[src/rtl/axis_fifo_wr_if.sv]
// axis_fifo_wr_if: write-side bundle of the async AXI-Stream FIFO
//   slave modport  : controller view (AXIS beat in, RAM write port and flags out)
//   master modport : upstream/environment view
//   s_axis_tvalid/tdata/tready : AXI-Stream beat handshake
//   rq2_rptr_gray              : read pointer synchronized into this clock, Gray
//   wptr_gray                  : write pointer to the read-domain synchronizer, Gray
//   mem_we/mem_waddr/mem_wdata : dual-port RAM write port
//   full/almost_full/wr_level  : write-side fill status
interface axis_fifo_wr_if #(
  parameter int DATA_WIDTH = 8,
  parameter int ADDR_WIDTH = 4
);
  logic                  s_axis_tvalid;
  logic [DATA_WIDTH-1:0] s_axis_tdata;
  logic                  s_axis_tready;
  logic [ADDR_WIDTH:0]   rq2_rptr_gray;
  logic [ADDR_WIDTH:0]   wptr_gray;
  logic                  mem_we;
  logic [ADDR_WIDTH-1:0] mem_waddr;
  logic [DATA_WIDTH-1:0] mem_wdata;
  logic                  full;
  logic                  almost_full;
  logic [ADDR_WIDTH:0]   wr_level;
  modport slave (
    input  s_axis_tvalid, s_axis_tdata, rq2_rptr_gray,
    output s_axis_tready, wptr_gray, mem_we, mem_waddr, mem_wdata, full, almost_full, wr_level
  );
  modport master (
    output s_axis_tvalid, s_axis_tdata, rq2_rptr_gray,
    input  s_axis_tready, wptr_gray, mem_we, mem_waddr, mem_wdata, full, almost_full, wr_level
  );
endinterface

[src/rtl/axis_fifo_wr_ctrl.sv]
// axis_fifo_wr_ctrl: write-domain controller of the async AXI-Stream FIFO
//   clk : write-domain clock
//   rst : asynchronous reset, active-high
//   bus : axis_fifo_wr_if.slave (AXIS slave, RAM write port, Gray pointers, flags)
module axis_fifo_wr_ctrl #(
  parameter int DATA_WIDTH         = 8,
  parameter int ADDR_WIDTH         = 4,
  parameter int ALMOST_FULL_THRESH = (1 << ADDR_WIDTH) - 2
) (
  input logic           clk,
  input logic           rst,
  axis_fifo_wr_if.slave bus
);
  localparam int AW = ADDR_WIDTH;
  localparam logic [AW:0] AF_THRESH = ALMOST_FULL_THRESH[AW:0];
  logic [AW:0] r_wbin, r_wptr_gray, r_wr_level;
  logic        r_full, r_almost_full, r_tready;
  logic        w_accept, w_full_next;
  logic [AW:0] w_wbin_next, w_wgray_next, w_rbin, w_level_next, w_full_ptr;
  assign w_accept     = bus.s_axis_tvalid & r_tready;
  assign w_wbin_next  = r_wbin + {{AW{1'b0}}, w_accept};
  assign w_wgray_next = w_wbin_next ^ (w_wbin_next >> 1);
  // Full when the write pointer is one lap ahead: top two Gray bits inverted, rest equal
  assign w_full_ptr   = {~bus.rq2_rptr_gray[AW:AW-1], bus.rq2_rptr_gray[AW-2:0]};
  assign w_full_next  = w_wgray_next == w_full_ptr;
  // Gray to binary: each binary bit is the XOR of all Gray bits at or above it
  genvar i;
  generate
    for (i = 0; i <= AW; i++) begin : g_g2b
      assign w_rbin[i] = ^(bus.rq2_rptr_gray >> i);
    end
  endgenerate
  assign w_level_next = w_wbin_next - w_rbin;
  always_ff @(posedge clk or posedge rst) begin
    if (rst) begin
      r_wbin        <= '0;
      r_wptr_gray   <= '0;
      r_full        <= 1'b0;
      r_almost_full <= 1'b0;
      r_wr_level    <= '0;
      r_tready      <= 1'b0;
    end else begin
      r_wbin        <= w_wbin_next;
      r_wptr_gray   <= w_wgray_next;
      r_full        <= w_full_next;
      r_almost_full <= w_level_next >= AF_THRESH;
      r_wr_level    <= w_level_next;
      r_tready      <= ~w_full_next;
    end
  end
  assign bus.s_axis_tready = r_tready;
  assign bus.wptr_gray     = r_wptr_gray;
  assign bus.full          = r_full;
  assign bus.almost_full   = r_almost_full;
  assign bus.wr_level      = r_wr_level;
  assign bus.mem_we        = w_accept;
  assign bus.mem_waddr     = r_wbin[AW-1:0];
  assign bus.mem_wdata     = bus.s_axis_tdata;
endmodule
[src/flat_wrapper.sv]
// flat-port wrapper written by rule: the top's interface ports become plain ports
module axis_fifo_wr_ctrl_flat 
#(
  parameter int DATA_WIDTH         = 8,
  parameter int ADDR_WIDTH         = 4,
  parameter int ALMOST_FULL_THRESH = (1 << ADDR_WIDTH) - 2
)
  (clk, rst, bus_s_axis_tvalid, bus_s_axis_tdata, bus_rq2_rptr_gray, bus_s_axis_tready, bus_wptr_gray, bus_mem_we, bus_mem_waddr, bus_mem_wdata, bus_full, bus_almost_full, bus_wr_level);
  axis_fifo_wr_if #(.DATA_WIDTH(DATA_WIDTH), .ADDR_WIDTH(ADDR_WIDTH)) bus_i ();
  input logic clk;
  input logic rst;
  input wire logic [$bits(bus_i.s_axis_tvalid)-1:0] bus_s_axis_tvalid;
  input wire logic [$bits(bus_i.s_axis_tdata)-1:0] bus_s_axis_tdata;
  input wire logic [$bits(bus_i.rq2_rptr_gray)-1:0] bus_rq2_rptr_gray;
  output wire logic [$bits(bus_i.s_axis_tready)-1:0] bus_s_axis_tready;
  output wire logic [$bits(bus_i.wptr_gray)-1:0] bus_wptr_gray;
  output wire logic [$bits(bus_i.mem_we)-1:0] bus_mem_we;
  output wire logic [$bits(bus_i.mem_waddr)-1:0] bus_mem_waddr;
  output wire logic [$bits(bus_i.mem_wdata)-1:0] bus_mem_wdata;
  output wire logic [$bits(bus_i.full)-1:0] bus_full;
  output wire logic [$bits(bus_i.almost_full)-1:0] bus_almost_full;
  output wire logic [$bits(bus_i.wr_level)-1:0] bus_wr_level;
  assign bus_i.s_axis_tvalid = bus_s_axis_tvalid;
  assign bus_i.s_axis_tdata = bus_s_axis_tdata;
  assign bus_i.rq2_rptr_gray = bus_rq2_rptr_gray;
  assign bus_s_axis_tready = bus_i.s_axis_tready;
  assign bus_wptr_gray = bus_i.wptr_gray;
  assign bus_mem_we = bus_i.mem_we;
  assign bus_mem_waddr = bus_i.mem_waddr;
  assign bus_mem_wdata = bus_i.mem_wdata;
  assign bus_full = bus_i.full;
  assign bus_almost_full = bus_i.almost_full;
  assign bus_wr_level = bus_i.wr_level;
  axis_fifo_wr_ctrl #(.DATA_WIDTH(DATA_WIDTH), .ADDR_WIDTH(ADDR_WIDTH), .ALMOST_FULL_THRESH(ALMOST_FULL_THRESH)) u_core (.clk(clk), .rst(rst), .bus(bus_i));
endmodule
[config.mk]
export PLATFORM = sky130hd
export DESIGN_NAME = axis_fifo_wr_ctrl_flat
export DESIGN_NICKNAME = d
export VERILOG_FILES = /design/src/rtl/axis_fifo_wr_if.sv /design/src/rtl/axis_fifo_wr_ctrl.sv /design/src/flat_wrapper.sv
export SDC_FILE = /design/constraint.sdc
export NUM_CORES = 1
export LEC_CHECK = 0
export CORE_UTILIZATION = 41
export CTS_CLUSTER_SIZE = 40
export DETAILED_ROUTE_END_ITERATION = 10
export GPL_TIMING_DRIVEN = 1
export PLACE_DENSITY = 0.87
export SYNTH_ARGS = -nofsm -noshare
export SYNTH_HDL_FRONTEND = slang
export SYNTH_SLANG_ARGS = --single-unit
export TNS_END_PERCENT = 50
[constraint.sdc]
create_clock -name clk -period 2.6 [get_ports clk]
set_input_delay 0.78 -clock clk [delete_from_list [all_inputs] [get_ports clk]]
set_output_delay 0.78 -clock clk [all_outputs]
set_load 0.1 [all_outputs]
==> results of run 1 <==
==> cells by family after synthesis <==
kind of cell | Yosys count
DFF | 17
buffers and inverters | 17
xor gates and xnor gates | 19
and+or+nand+nor | 16
adders and majority gates | 7
AOI/OAI and AO/OA | 12
==> worst register-to-register path: stages, from the launching register on <==
cell      delay (ps)
dfrtp_2          410
and2_4           150
ha_4             170
ha_4             180
xor2_2           220
ha_4             250
nor2b_2          160
o21ai_1          170
a21o_1           170
o311ai_2         100
==> final cells by class <==
type / count / area [µm²]
well taps: 28 / 35.0
flip-flops and latches: 17 / 427
fillers: 166 / 739
multi-input cells: 54 / 582
clock buffers: 4 / 26.3
repair buffers: 50 / 394
inverters: 8 / 30.0
==> registers in the layout, summed over array words and instances (netlist names) <==
signal,count
u_core.bus.wr_level,5
u_core.r_wbin,5
u_core.bus.wptr_gray,4
u_core.bus.almost_full,1
u_core.bus.full,1
u_core.bus.s_axis_tready,1
==> synthesized netlist by cell type <==
library cell | number | share of area (%)
a211oi_2 | 1 | 1.3
a21boi_0 | 3 | 2.3
a21o_1 | 1 | 0.76
a21oi_1 | 1 | 0.51
and2_1 | 1 | 0.64
and3_1 | 1 | 0.64
and4b_2 | 1 | 1.1
buf_4 | 8 | 6.1
clkbuf_1 | 1 | 0.38
dfrtp_1 | 17 | 43
fa_1 | 1 | 2.0
ha_1 | 6 | 7.6
inv_1 | 8 | 3.0
nand2_1 | 3 | 1.1
nand2b_1 | 1 | 0.64
nand3_1 | 4 | 2.0
nor2_1 | 1 | 0.38
nor2b_1 | 2 | 1.3
nor3b_1 | 1 | 0.76
o21a_1 | 1 | 0.76
o21ai_0 | 3 | 1.5
o21ai_1 | 1 | 0.51
o311ai_0 | 1 | 0.89
or3_1 | 1 | 0.64
xnor2_1 | 12 | 11
xnor3_1 | 1 | 2.3
xor2_1 | 5 | 4.4
xor3_1 | 1 | 2.4
==> routing by layer <==
layer | wire, µm | global-route usage [%] | vias up
met3 | 148 | 4.17 | 7
met2 | 1060 | 29.2 | 35
li1 | - | - | 368
met5 | 0 | 0 | -
met4 | 38 | 10.2 | 0
met1 | 897 | 23.5 | 372
==> placed cells by master, fill, tap and decap left out, types with 3 or more instances in the layout <==
| master | instances |
|---|---|
| xor2_2 | 3 |
| dfrtp_1 | 16 |
| nand3_1 | 4 |
| nand2_1 | 3 |
| clkdlybuf4s50_1 | 4 |
| ha_4 | 3 |
| xnor2_1 | 9 |
| buf_4 | 42 |
| inv_1 | 8 |
| o21ai_1 | 3 |
| clkbuf_4 | 3 |
==> per-stage QoR <==
step / hold slack (ps) / setup slack, ps / instance area, µm²
after detailed placement: 592 / -759 / 1420
after floorplan: 706 / -61.9 / 1070
after global routing: 642 / -87.1 / 1490
final: 605 / -3.36 / 1490
after global placement: 586 / -576 / 1420
after CTS: 607 / 2.03 / 1460
==> path summary, 6_finish.rpt <==
check | from | end | slack, ps | depth (start not counted)
min in group asynchronous | rst | u_core.bus.wptr_gray[2] | 860 | 2
worst max-delay path | bus_rq2_rptr_gray[3] | u_core.bus.almost_full | -3 | 11
max in group asynchronous | rst | u_core.bus.s_axis_tready | 1310 | 2
worst min register to register | u_core.r_wbin[4] | u_core.r_wbin[4] | 610 | 1
worst max register to register | u_core.bus.s_axis_tready | u_core.bus.almost_full | 500 | 9
worst min-delay path | u_core.r_wbin[4] | u_core.r_wbin[4] | 610 | 1
==> what timing repair did <==
action                                  in CTS  in global routing
cloned                                       0                  0
setup buffers                                2                  1
endpoints found under the hold margin        0                  0
gates resized for setup                     13                  6
pin swaps                                    6                  9
hold buffers                                 0                  0
endpoints found under the setup margin       5                  3
==> results.json, run 1 <==
{
  "period_minus_slack_ps": 2600,
  "synth-simple-area-share_pct": 9.28,
  "syn_inst": 88,
  "dpl.cell_count": 154,
  "drtIter0Drc": 11,
  "synth_top_family_by_area": "XOR/XNOR gates",
  "viasPerCell": 4.86,
  "drcViolationCount": 0,
  "rsz0062_at_grt": "true",
  "core.rowCount": 17,
  "io_pins": 42,
  "die_area_mm2": 0.00260,
  "setup_viol": 1,
  "drtAntennaViolNets": 0,
  "yosysUniqueCellTypes": 28,
  "clk_pin_slew_ps": 100,
  "grt_overflow": 0,
  "syn_avg_cell_area_um2": 11.2,
  "core_mm2": 0.00223,
  "ys_seq_area_share_pct": 43.2,
  "area_delta_synth_final_pct": 51.7,
  "fin_util_pct": 66.9,
  "fmax_mhz": 384,
  "portBuffers": 25,
  "crit_top_cell": "xor2_2",
  "grt_first_pass_wirelength_um": 3450,
  "yosysWarnings": 0,
  "grt_max_degree": 18,
  "routed_wl_um": 2150,
  "cp-end-kind": "register",
  "cts_sinks": 17,
  "first_global_vias": 805,
  "cp.arrival_ps": 2770,
  "fp.dieW_um": 51.0,
  "syn_nets": 111,
  "antenna_found_initial": 0,
  "die_h_um": 51.0,
  "dr_total_vias": 782,
  "dr.pass1.iters": 4,
  "drv_cap": 0,
  "slew_headroom_pct": 58.1,
  "finalCritPeriodShare_pct": 100,
  "worst_slack_ps": -3.36,
  "cp-start-kind": "input port",
  "finalHoldViolCount": 0,
  "cp_max_fo": 2,
  "slowest_stage": "fa_2",
  "cp.required_ps": 2770,
  "clk_latency_ps": 300,
  "synth_xor_area_share_pct": 19.8,
  "worstMarginPinSlew_ps": 628,
  "tns_ps": -3.36,
  "hold_path.class": "register to register",
  "cts_max_level": 1,
  "routedWlPerCell_um": 13.3,
  "synth-compound-area-share_pct": 8.51,
  "crit_type": "input port to register",
  "grt_usage_pct": 18.6,
  "violations": "setup timing",
  "gp_congestion": 0.794,
  "crit_path_cell_trace": "buf_2 > xnor2_4 > xor2_2 > xor2_2 > xnor2_1 > ha_2 > fa_2 > nor2b_2 > o21ai_1 > nand3_1 > o311ai_2",
  "start_util_pct": 44.1,
  "synthAdderAreaFrac_pct": 9.66,
  "cts_tree": "yes",
  "cts_buffers": 3,
  "ys_seq_elements": 17,
  "fin_cells": 161,
  "netlist_area_um2": 985,
  "cts-root-buf": "clkbuf_4",
  "drive_above_1_share_pct": 49.6,
  "synthMuxAreaShare_pct": 0,
  "nets": 157,
  "critical_path.top_delay_family": "XOR/XNOR gates",
  "antennaDiodeCount": 0,
  "worst-path-buf-inv": 1,
  "dp_hpwl_um": 1610,
  "fin_skew_ps": 6.44,
  "outcome": "complete, but fails checks",
  "cts_buffer_depth": 2,
  "slowest_delay_ps": 430,
  "drv_slew": 0
}
Power of run 1 is not shown: default switching activity piles up to over one toggle a cycle in this logic, so the estimate is an artifact.
==> inputs of run 2 (changes only) <==
Settings changed: CAP_MARGIN set to 25, MAX_ROUTING_LAYER set to met4.
Clock period 2.6 ns to 2.7 ns, I/O delays scaled along.
==> run 2 against run 1 <==
  * The run now ends clean
  * Die area stayed put
  * Cell area shrank 1.0%
  * Via count rose by 0.38%
  * Clock skew decreased by 5.6 ps
  * Core utilization decreased by 0.67 points
  * Register-to-register slack improved by 20 ps
  * Non-clock buffer count down 1
  * Flip-flop and latch count stayed put
  * Critical path depth increased by 1
  * Count of clock-buffer cells in the layout unchanged
  * Routed wire length up 5.3%
  * Critical path type unchanged
==> results.json, run 2 (synthesized netlist as in run 1, its figures left out) <==
{
  "die_h_um": 51.0,
  "cp-start-kind": "input port",
  "top_layer": "met4",
  "dr_total_vias": 785,
  "design_area_mm2": 0.00148,
  "cts_buffer_depth": 2,
  "layout_commonest_cell": "buf_4",
  "core_mm2": 0.00223,
  "routed_wl_um": 2260,
  "setup_viol": 0,
  "antennaDiodeCount": 0,
  "fmax_mhz": 388,
  "dr.pass1.iters": 4,
  "period_minus_slack_ps": 2580,
  "gp_congestion": 0.739,
  "cts-root-buf": "clkbuf_4",
  "cts_tree": "yes",
  "drcViolationCount": 0,
  "core.rowCount": 17,
  "fin_skew_ps": 0.818,
  "finalHoldViolCount": 0,
  "dr_wl_met3_um": 160,
  "die_area_mm2": 0.00260,
  "viasPerCell": 4.91,
  "nets": 156,
  "cp.required_ps": 2890,
  "area_delta_synth_final_pct": 50.2,
  "antenna_found_initial": 0,
  "dp_hpwl_um": 1590,
  "crit_type": "input port to register",
  "slew_headroom_pct": 55.8,
  "rsz0062_at_grt": "false",
  "drv_slew": 0,
  "drtAntennaViolNets": 0,
  "cts_hold_buf": 0,
  "finalCritPeriodShare_pct": 95.6,
  "worstMarginPinSlew_ps": 662,
  "first_global_vias": 833,
  "grt_usage_pct": 18.8,
  "grt_overflow": 0,
  "cp_max_fo": 2,
  "drive_above_1_share_pct": 50.8,
  "worst_slack_ps": 120,
  "outcome": "finished clean",
  "start_util_pct": 44.1,
  "wl_met2_um": 1150,
  "cts_max_level": 1,
  "grt_first_pass_wirelength_um": 3350,
  "routedWlPerCell_um": 14.1,
  "layout_common_cells": "buf_4 (41), dfrtp_1 (16), xnor2_1 (9)",
  "wl_met1_um": 882,
  "place_ws_ps": -777,
  "dpl-instance-area_mm2": 0.00135,
  "grt_max_degree": 18,
  "portBuffers": 25,
  "cp-end-kind": "register",
  "drtIter0Drc": 12,
  "hold_path.class": "register to register",
  "io_pins": 42,
  "cts_buffers": 3,
  "cp.arrival_ps": 2770,
  "fp.dieW_um": 51.0,
  "nFillCells": 152,
  "drv_cap": 0,
  "cts_sinks": 17,
  "clk_latency_ps": 310,
  "clk_pin_slew_ps": 100
}
-- run 2: critical path, cell delays in order --
cell and delay [ps]:
clkbuf_2 110, xnor2_2 250, xor2_2 270, xor2_2 190
buf_4 130, buf_4 90, inv_1 50, fa_2 390
nor2b_2 120, o21ai_1 80, nand3_1 140, o311ai_2 120
-- run 2: path summary, 6_finish.rpt --
path,to,slack [ps],from,cells past startpoint
max,u_core.bus.almost_full,120,bus_rq2_rptr_gray[3],12
min,u_core.bus.wptr_gray[3],610,u_core.r_wbin[4],1
max reg2reg,u_core.bus.almost_full,520,u_core.bus.s_axis_tready,9
min reg2reg,u_core.bus.wptr_gray[3],610,u_core.r_wbin[4],1
max in group asynchronous,u_core.bus.s_axis_tready,1350,rst,2
min in group asynchronous,u_core.r_wbin[3],890,rst,2
-- run 2: area by class of cell --
cell class	instances	area [µm²]	area share, %
timing repair buffer	49	389	26.3
sequential	17	427	28.8
inverter	8	30.0	2.03
multi-input combinational	54	572	38.7
tap	28	35.0	2.37
clock buffer	4	26.3	1.78
-- run 2: repair_timing --
item,CTS,global route
setup buffers,4,2
endpoints found under the hold margin,0,0
setup endpoints to repair,5,6
resized for setup,15,11
pin swaps,9,9
-- run 2: routing by layer --
layer  global-route usage [%]  vias up
li1                         -      366
met1                     17.3      379
met2                     33.8       31
met3                     6.25        9
met4                     10.2        0
met5                        -        -
-- run 2: stage by stage --
step / utilization [%] / setup TNS, ps / hold slack [ps] / instances
final: 66.2 / 0 / 609 / 160
after global routing: 66.2 / 0 / 660 / 160
after floorplan: - / -66.3 / 736 / 88
after CTS: 63.9 / 0 / 605 / 158
after detailed placement: 60.6 / -3210 / 591 / 150
after global placement: 60.6 / -2670 / 589 / 150
Power of run 2 is left out for the same reason.
==> inputs of run 3 (changes only) <==
Settings changed: CORE_UTILIZATION 41 to 35, PLACE_DENSITY 0.87 to 0.77.
==> run 3 against run 2 <==
  * Non-clock buffer count is 1 higher
  * Critical path depth did not move
  * Maximum frequency about the same
  * Die area up 16%
  * Register-to-register slack hardly changed
  * Cell count grew 1.9%
  * Flip-flop and latch count is the same
  * Count of clock-buffer cells in the layout did not move
  * Routed wire length fell by 9.5%
  * Critical path type unchanged
  * Hold slack got worse by 12 ps
  * Largest cell class unchanged
==> results.json, run 3 (synthesized netlist as in run 1, its figures left out) <==
{
  "outcome": "finished clean",
  "core.rowCount": 18,
  "routedWlPerCell_um": 12.6,
  "fin_skew_ps": 1.49,
  "gp_congestion": 0.733,
  "slowest_delay_ps": 310,
  "slowest_stage": "ha_1",
  "dpl-instance-area_mm2": 0.00136,
  "cts_tree": "yes",
  "finalHoldViolCount": 0,
  "worstMarginPinSlew_ps": 639,
  "fmax_mhz": 388,
  "antenna_found_initial": 0,
  "dp_hpwl_um": 1600,
  "drtIter0Drc": 14,
  "antennaDiodeCount": 0,
  "drv_slew": 0,
  "cp.required_ps": 2890,
  "clk_latency_ps": 280,
  "nets": 157,
  "multi_input_area_um2": 552,
  "drtAntennaViolNets": 0,
  "dr.pass1.iters": 4,
  "fp.dieW_um": 55.0,
  "crit_path_cell_trace": "buf_2 > xnor2_4 > xor2_2 > buf_4 > buf_4 > buf_4 > buf_4 > ha_1 > buf_4 > xnor2_2 > nand2_1 > o311ai_1",
  "design_area_mm2": 0.00147,
  "routed_wl_um": 2050,
  "layout_common_cells": "buf_4 (42), dfrtp_1 (16), xnor2_1 (10)",
  "start_util_pct": 38.4,
  "cp-start-kind": "input port",
  "dr_total_vias": 753,
  "area_delta_synth_final_pct": 48.8,
  "cts_max_level": 1,
  "nFillCells": 217,
  "slew_headroom_pct": 57.3,
  "finalCritPeriodShare_pct": 95.5,
  "cts_buffers": 3,
  "grt_usage_pct": 16.0,
  "cts-root-buf": "clkbuf_4",
  "cp_max_fo": 3,
  "first_global_vias": 782,
  "cp.arrival_ps": 2770,
  "dpl.cell_count": 152,
  "drive_above_1_share_pct": 47.4,
  "grt_overflow": 0,
  "crit_type": "input port to register",
  "drv_cap": 0,
  "grt_first_pass_wirelength_um": 3220,
  "cts_sinks": 17,
  "hold_path_depth": 1,
  "layout_commonest_cell": "buf_4",
  "setup_viol": 0,
  "viasPerCell": 4.62,
  "die_area_mm2": 0.00303,
  "fin_cells": 163,
  "period_minus_slack_ps": 2580,
  "core_mm2": 0.00257,
  "cts_buffer_depth": 2,
  "grt_max_degree": 18,
  "die_h_um": 55.0,
  "cp-end-kind": "register",
  "hold_path.class": "register to register",
  "crit_top_cell": "buf_4",
  "drcViolationCount": 0,
  "clk_pin_slew_ps": 90,
  "ff2ff_path_depth": 9,
  "seqCellArea_um2": 427,
  "io_pins": 42,
  "portBuffers": 25
}
## run 3: cell types whose count changed in the layout (fill, tap and decap cells not counted), sizes merged
cell / delta
dlygate4sd2: +1
clkbuf: -1
dlymetal6s2s: -1
buf: +2
## run 3: worst paths after layout
check | to | slack, ps | startpoint
max reg2reg | u_core.bus.almost_full | 520 | u_core.bus.s_axis_tready
min | u_core.bus.wptr_gray[3] | 600 | u_core.r_wbin[4]
max in group asynchronous | u_core.bus.s_axis_tready | 1360 | rst
max | u_core.bus.almost_full | 120 | bus_rq2_rptr_gray[4]
min in group asynchronous | u_core.bus.full | 900 | rst
min reg2reg | u_core.bus.wptr_gray[3] | 600 | u_core.r_wbin[4]
## run 3: through the flow
stage | util (%) | hold slack (ps) | TNS [ps] | setup slack [ps]
after floorplan | - | 736 | -66.3 | -66.3
after global placement | 52.8 | 587 | -2840 | -647
after detailed placement | 52.8 | 595 | -3310 | -789
after CTS | 55.8 | 609 | 0 | 62.1
after global routing | 57.1 | 640 | -17.0 | -17.0
final | 57.1 | 597 | 0 | 121
## run 3: repair_timing
item                       CTS  global route
resized for setup           15             5
hold buffers                 0             0
setup endpoints to repair    6             3
buffers inserted             7             0
pin swaps                   13             2
## run 3: final cells by class
cell class,count,share of cell area [%]
flip-flops and latches,17,29.1
well taps,30,2.56
repair buffers,50,26.8
clock buffers,4,1.79
inverters,8,2.05
multi-input cells,54,37.7
## run 3: per-layer routing
metal | GRT usage [%] | routed length (µm) | up-vias
met5 | - | 0 | -
met4 | 6.67 | 17 | 0
met3 | 3.28 | 131 | 4
met2 | 30.1 | 1120 | 24
met1 | 15.7 | 773 | 356
li1 | - | - | 369
## run 3: critical path: cells and delay by family
family / cells / cell delay [ps]
simple gates: 1 / 70
fa+ha+maj: 1 / 310
compound gates: 1 / 260
xor+xnor: 3 / 530
buf+inv: 6 / 800
Power of run 3 is left out for the same reason.
